File: src/rtl/serial_frame_feeder_if.sv
// Load handshake and serial output bundle for serial_frame_feeder.
// Master drives words in; slave is the feeder itself.
interface serial_frame_feeder_if #(
  parameter int WIDTH = 8
);
  logic             load_valid;
  logic [WIDTH-1:0] load_data;
  logic             load_ready;
  logic             flush;
  logic             ser_out;
  logic             ser_en;
  logic             busy;
  logic             frame_done;

  modport master (
    output load_valid, load_data, flush,
    input  load_ready, ser_out, ser_en,
    input  busy, frame_done
  );

  modport slave (
    input  load_valid, load_data, flush,
    output load_ready, ser_out, ser_en,
    output busy, frame_done
  );
endinterface

File: src/rtl/serial_frame_feeder.sv
// Parallel-to-serial feeder for a shift-right register.
// One-word holding buffer gives gapless back-to-back frames.
module serial_frame_feeder #(
  parameter int WIDTH     = 8,
  parameter bit LSB_FIRST = 1'b1
) (
  input logic            clk,
  input logic            rst_n,
  serial_frame_feeder_if.slave bus
);
  localparam int CW = $clog2(WIDTH);

  typedef enum logic {
    IDLE,
    SHIFT
  } state_t;

  state_t           r_state, w_state_n;
  logic [WIDTH-1:0] r_sh, w_sh_n;
  logic [WIDTH-1:0] r_buf, w_buf_n;
  logic [CW-1:0]    r_cnt, w_cnt_n;
  logic             r_buf_full, w_buf_full_n;
  logic             r_ser_out, w_ser_out_n;
  logic             r_ser_en, w_ser_en_n;
  logic             r_done, w_done_n;
  logic             r_busy, w_busy_n;
  logic             w_accept;
  logic             w_last;
  logic [WIDTH-1:0] w_sh_adv;

  function automatic logic first_bit(
    input logic [WIDTH-1:0] d
  );
    return LSB_FIRST ? d[0] : d[WIDTH-1];
  endfunction

  assign w_sh_adv = LSB_FIRST ?
    {1'b0, r_sh[WIDTH-1:1]} :
    {r_sh[WIDTH-2:0], 1'b0};

  assign w_accept = bus.load_valid
    && !r_buf_full && !bus.flush;
  assign w_last = (r_state == SHIFT)
    && (r_cnt == CW'(WIDTH - 1));

  always_comb begin
    w_state_n    = r_state;
    w_sh_n       = r_sh;
    w_buf_n      = r_buf;
    w_cnt_n      = r_cnt;
    w_buf_full_n = r_buf_full;
    w_ser_out_n  = r_ser_out;
    w_ser_en_n   = r_ser_en;
    w_done_n     = 1'b0;
    if (bus.flush) begin
      w_state_n    = IDLE;
      w_cnt_n      = '0;
      w_buf_full_n = 1'b0;
      w_ser_out_n  = 1'b0;
      w_ser_en_n   = 1'b0;
    end else begin
      unique case (r_state)
        IDLE: begin
          if (w_accept) begin
            w_state_n   = SHIFT;
            w_sh_n      = bus.load_data;
            w_cnt_n     = '0;
            w_ser_out_n = first_bit(bus.load_data);
            w_ser_en_n  = 1'b1;
          end
        end
        SHIFT: begin
          if (w_last) begin
            w_done_n = 1'b1;
            w_cnt_n  = '0;
            // Chain the next word in on the same edge: no idle bit
            if (r_buf_full) begin
              w_sh_n       = r_buf;
              w_ser_out_n  = first_bit(r_buf);
              w_buf_full_n = 1'b0;
            end else if (w_accept) begin
              w_sh_n      = bus.load_data;
              w_ser_out_n = first_bit(bus.load_data);
            end else begin
              w_state_n   = IDLE;
              w_ser_out_n = 1'b0;
              w_ser_en_n  = 1'b0;
            end
          end else begin
            w_cnt_n     = r_cnt + 1'b1;
            w_sh_n      = w_sh_adv;
            w_ser_out_n = first_bit(w_sh_adv);
            if (w_accept) begin
              w_buf_n      = bus.load_data;
              w_buf_full_n = 1'b1;
            end
          end
        end
        default: w_state_n = IDLE;
      endcase
    end
    w_busy_n = (w_state_n == SHIFT)
      || w_buf_full_n;
  end

  always_ff @(posedge clk or negedge rst_n) begin
    if (!rst_n) begin
      r_state    <= IDLE;
      r_sh       <= '0;
      r_buf      <= '0;
      r_cnt      <= '0;
      r_buf_full <= 1'b0;
      r_ser_out  <= 1'b0;
      r_ser_en   <= 1'b0;
      r_done     <= 1'b0;
      r_busy     <= 1'b0;
    end else begin
      r_state    <= w_state_n;
      r_sh       <= w_sh_n;
      r_buf      <= w_buf_n;
      r_cnt      <= w_cnt_n;
      r_buf_full <= w_buf_full_n;
      r_ser_out  <= w_ser_out_n;
      r_ser_en   <= w_ser_en_n;
      r_done     <= w_done_n;
      r_busy     <= w_busy_n;
    end
  end

  assign bus.load_ready = !r_buf_full;
  assign bus.ser_out    = r_ser_out;
  assign bus.ser_en     = r_ser_en;
  assign bus.busy       = r_busy;
  assign bus.frame_done = r_done;
endmodule

File: src/flat_wrapper.sv
// flat-port wrapper written by rule: the top's interface ports become plain ports
module serial_frame_feeder_flat 
#(
  parameter int WIDTH     = 8,
  parameter bit LSB_FIRST = 1'b1
)
  (clk, rst_n, bus_load_valid, bus_load_data, bus_flush, bus_load_ready, bus_ser_out, bus_ser_en, bus_busy, bus_frame_done);
  serial_frame_feeder_if #(.WIDTH(WIDTH)) bus_i ();
  input logic clk;
  input logic rst_n;
  input wire logic [$bits(bus_i.load_valid)-1:0] bus_load_valid;
  input wire logic [$bits(bus_i.load_data)-1:0] bus_load_data;
  input wire logic [$bits(bus_i.flush)-1:0] bus_flush;
  output wire logic [$bits(bus_i.load_ready)-1:0] bus_load_ready;
  output wire logic [$bits(bus_i.ser_out)-1:0] bus_ser_out;
  output wire logic [$bits(bus_i.ser_en)-1:0] bus_ser_en;
  output wire logic [$bits(bus_i.busy)-1:0] bus_busy;
  output wire logic [$bits(bus_i.frame_done)-1:0] bus_frame_done;
  assign bus_i.load_valid = bus_load_valid;
  assign bus_i.load_data = bus_load_data;
  assign bus_i.flush = bus_flush;
  assign bus_load_ready = bus_i.load_ready;
  assign bus_ser_out = bus_i.ser_out;
  assign bus_ser_en = bus_i.ser_en;
  assign bus_busy = bus_i.busy;
  assign bus_frame_done = bus_i.frame_done;
  serial_frame_feeder #(.WIDTH(WIDTH), .LSB_FIRST(LSB_FIRST)) u_core (.clk(clk), .rst_n(rst_n), .bus(bus_i));
endmodule
File: config.mk
export PLATFORM = sky130hd
export DESIGN_NAME = serial_frame_feeder_flat
export DESIGN_NICKNAME = d
export VERILOG_FILES = /design/src/rtl/serial_frame_feeder_if.sv /design/src/rtl/serial_frame_feeder.sv /design/src/flat_wrapper.sv
export SDC_FILE = /design/constraint.sdc
export NUM_CORES = 1
export LEC_CHECK = 0
export CAP_MARGIN = 15
export CORE_UTILIZATION = 35
export CTS_CLUSTER_SIZE = 12
export DETAILED_ROUTE_END_ITERATION = 8
export GPL_TIMING_DRIVEN = 0
export HOLD_SLACK_MARGIN = 0.06
export SLEW_MARGIN = 40
export SYNTH_ARGS = -nofsm -noshare
export SYNTH_HDL_FRONTEND = slang
export SYNTH_SLANG_ARGS = --single-unit
File: constraint.sdc
create_clock -name clk -period 2 [get_ports clk]
set_input_delay 0.6 -clock clk [delete_from_list [all_inputs] [get_ports clk]]
set_output_delay 0.6 -clock clk [all_outputs]
set_load 0.02 [all_outputs]
* Word level (Yosys, flattened, before mapping) *
Index checks and enable logic that the tools add are counted.

word-level totals
  logic and storage cells = 58
  input bits = 12
  output and inout bits = 5
  flip-flop bits (word level) = 25

operators by class
  reductions and logical operators = 8
  add/sub/neg operators = 1
  mux-type cells = 32
  equality and inequality tests = 5
  bitwise operators = 3

operators with widths
  kind                   count
  $mux W8                3
  $mux W1                21
  $pmux W8 S2            1
  $mux W3                3
  $ne A3 B3 Y1 const B   3
  $reduce_and A4 Y1      2
  $pmux W1 S2            3
  $pmux W3 S2            1
  $add A3 B1 Y3 const B  1
  $eq A3 B3 Y1 const B   1
  $logic_and A1 B1 Y1    3
  $ne A3 B2 Y1 const B   1
  $not A1 Y1             3
  $logic_not A1 Y1       2
  $logic_or A1 B1 Y1     1

* Depth between registers and ports, before layout *
  depth after elaboration = 9
  mapped depth = 7
  gate-level depth less buffers = 6

* Worst setup path after synthesis *
OpenSTA, ideal clock, no wires.

  path type = flip-flop to flip-flop
  start = reg u_core.r_cnt[0]
  end = reg u_core.r_buf[0]
  clock period less this slack = 1.837 ns
  cell stages (with the launch flop) = 7
  arrival time = 1.712 ns
  path buffers = 1
  slack = 0.163 ns
  setup time = 0.125 ns
  cell sequence = dfrtp_1 -> ha_1 -> ha_1 -> nand2b_1 -> or3_1 -> buf_6 -> mux2_4

on the way
  cells in the longest elaborated chain, start to end = 4

ends and longest elaborated chain
  element                             line                        text
  start, declared                     serial_frame_feeder.sv:21   logic [CW-1:0] r_cnt, w_cnt_n;
  start signal, assigned              serial_frame_feeder.sv:121  r_cnt <= w_cnt_n;
  $eq A3 B3 Y1                        serial_frame_feeder.sv:44   && (r_cnt == CW'(WIDTH - 1));
  $logic_and A1 B1 Y1                 serial_frame_feeder.sv:44
  $not A1 Y1 (no source line)         --
  $reduce_and A4 Y1 (no source line)  --
  end signal, assigned                serial_frame_feeder.sv:120  r_buf <= w_buf_n;
  end, declared                       serial_frame_feeder.sv:20   logic [WIDTH-1:0] r_buf, w_buf_n;

Every way passes these cells.
A chain may end at the register's enable or synchronous reset.

* Final worst setup path *
  start = reg u_core.r_ser_en (netlist: u_core.bus.ser_en)
  end = out bus_ser_en

RTL lines
  element                 line                        text
  start, declared         serial_frame_feeder.sv:24   logic r_ser_en, w_ser_en_n;
  start signal, assigned  serial_frame_feeder.sv:124  r_ser_en <= w_ser_en_n;
  end, declared           flat_wrapper.sv:16          output wire logic [$bits(bus_i.ser_en)-1:0] bus_ser_en;

No word-level cell between the ends.

==> results.json <==
{
  "final_nets": 133,
  "cp-end-kind": "output port",
  "die_width_um": 58.82,
  "critical_path_class": "reg -> out",
  "antenna_found_initial": 0,
  "die_area_mm2": 0.003459,
  "cts_htree_levels": 1,
  "finalInstanceArea_mm2": 0.001395,
  "hpwlAfterDp_um": 1601,
  "worst-path-buf-inv": 1,
  "timing.final.max_slew_violations": 0,
  "yosysSeqAreaShare_pct": 53.16,
  "grt_remaining_overflow": 0,
  "crit_family": "buffers and inverters",
  "clk_path_buf_depth": 2,
  "yosys.area.top_type": "dfrtp_1",
  "netSwitchingFraction_pct": 24.00,
  "vias": 837,
  "leakagePower_nw": 0.5874,
  "cts.sinks": 24,
  "via_per_inst": 5.167,
  "status": "complete, no violations",
  "final_hold_viol_count": 0,
  "r2r_start": "u_core.r_cnt[0]",
  "place_area_mm2": 0.001340,
  "setup_ws_ns": 0.08425,
  "whs_ns": 0.2381,
  "synth_edf_count": 0,
  "post_cts_buffers": 0,
  "clk-insertion-delay-late_ns": 0.31,
  "rsz0062_at_grt": "false",
  "ios": 17,
  "slowest_stage": "clkdlybuf4s50_1",
  "synth_top_area_share_pct": 53.16,
  "final_cell_mix": "23 x dfrtp_1, 14 x clkdlybuf4s50_1, 10 x nand2_1, 8 x mux2_4, 7 x a21oi_1",
  "placedCellCount": 158,
  "clkTransAtPathRegs_ns": 0.13,
  "start_kind": "flip-flop",
  "drtIter0Drc": 21,
  "grt_pass1_vias": 810,
  "fin_util_pct": 45.70,
  "place.gp.congestion": 0.7745,
  "startpoint": "u_core.bus.ser_en",
  "mostFrequentLayoutCell": "dfrtp_1",
  "min_path_type": "in -> async",
  "synth_area_leaders": "dfrtp_1 53%, mux2_4 11%, o221a_2 6.0%",
  "ys_warn_count": 0,
  "grt_pass1_wl_um": 3801,
  "drt_first_pass_iters": 4,
  "worstPathMaxFanout": 3,
  "synth_fp_nets": 112,
  "p_seq_share_pct": 51.2,
  "synth_area_per_cell_um2": 11.53,
  "netlist_instances": 98,
  "row_count": 20,
  "slew_headroom_pct": 63.15,
  "power_density_mw_per_mm2": 868.4,
  "cap_violations": 0,
  "p_comb_share_pct": 20.0,
  "cp.required_ns": 1.40,
  "fin_skew_ns": 0.003021,
  "io_buffers": 16,
  "place_ws_ns": -0.2410,
  "die_height_um": 58.82,
  "cts.repair.resized": 2,
  "routed_wl_um": 2328,
  "diodes": 0,
  "period_needed_ns": 1.916,
  "drive_gt1_share_pct": 22.03,
  "fin_cells": 162,
  "cp.arrival_ns": 1.32,
  "setup_violations": 0,
  "p_int_uw": 920.8,
  "yosysUniqueCellTypes": 27,
  "cts_buffers": 3,
  "p_clk_share_pct": 28.9,
  "syn_to_final_growth_pct": 23.48,
  "async_flop_share_pct": 100.0,
  "cts_tree": "yes",
  "ctsHoldBuffers": 0,
  "synth_flop_cell": "dfrtp_1",
  "track_usage_pct": 14.86,
  "path_cells": "clkdlybuf4s50_1",
  "grt_max_degree": 25,
  "synth_area_mm2": 0.001130,
  "core_mm2": 0.003053,
  "synth_seq_cells": 24,
  "ir_worst_vdd_mv": 0.4023,
  "wire_per_inst_um": 14.37,
  "p_sw_uw": 290.7,
  "period_share_pct": 95.79,
  "drc": 0,
  "drtAntennaViolNets": 0,
  "worstMarginPinSlew_ns": 0.5516,
  "cts-root-buf": "clkbuf_4",
  "start_util_pct": 37.01,
  "slowest_delay_ns": 0.61,
  "fmax_mhz": 522.0
}
-- area by class of cell --
class                   count  area (um2)
multi-input cells          67       496.7
repair buffers             16       153.9
inverters                   2       7.507
fillers                   313        1658
plain buffers               5       27.53
clock buffers               3       22.52
well taps                  44       55.05
flip-flops and latches     24       601.8
clock inverters             1       30.03
-- metal layers --
metal / vias to the layer above / share of wire [%] / track usage (%)
met2: 28 / 45 / 23.70
met3: 2 / 6.6 / 4.835
li1: 399 / - / -
met4: 0 / 0.56 / 2.721
met1: 408 / 48 / 19.94
met5: - / 0 / 0
-- synth_stat cells, types with 2 or more instances --
cell      instances
dfrtp_1          24
nand2_1          10
mux2_4            8
a21oi_1           7
o221a_2           6
nand3b_1          5
nor2_1            5
o22ai_1           5
clkbuf_1          3
o21ai_0           3
a211oi_1          2
ha_1              2
nand2b_1          2
nor2b_1           2
or3_1             2
-- power by group through the flow --
stage,Sequential (mW),Combinational [mW],Clock [mW]
final,0.620,0.242,0.350
after global placement,0.625,0.240,0
after CTS,0.620,0.245,0.364
after global routing,0.629,0.262,0.378
after floorplan,0.621,0.165,0
after detailed placement,0.628,0.243,0
-- stage by stage --
step	total power, mW	setup TNS [ns]
2_1_floorplan	0.7855	0
3_3_place_gp	0.8649	-3.072
3_5_place_dp	0.8715	-3.044
6_report	1.212	0
4_1_cts	1.228	0
5_1_grt	1.269	0
-- kinds of logic (layout without fill, tap and decap cells) --
group,Yosys count,after routing,share of synthesized area [%]
adder cells (fa/ha/maj),2,2,2.214
multiplexers,8,8,10.63
buffers and inverters,7,27,3.100
flip-flops,24,24,53.16
AO/OA/AOI/OAI,25,25,15.95
AND/OR/NAND/NOR,32,32,14.95
-- final timing paths --
kind | end | slack (ns) | cells after the start
max in group asynchronous | u_core.r_buf_full | 1.39 | 1
min reg2reg | u_core.r_buf[6] | 0.52 | 1
max reg2reg | u_core.r_buf[1] | 0.09 | 6
min in group clk | u_core.r_buf[6] | 0.52 | 1
min | u_core.r_buf[0] | 0.24 | 1
max | bus_ser_en | 0.08 | 1
-- state kept, by name, summed over array words and instances (netlist names) --
register               cells
u_core.bus.busy            1
u_core.r_cnt               3
u_core.bus.ser_out         1
u_core.bus.ser_en          1
u_core.r_state             1
u_core.bus.frame_done      1
u_core.r_buf               8
u_core.r_sh                7
u_core.r_buf_full          1
Note: power is estimated with default switching activity, not from simulation.
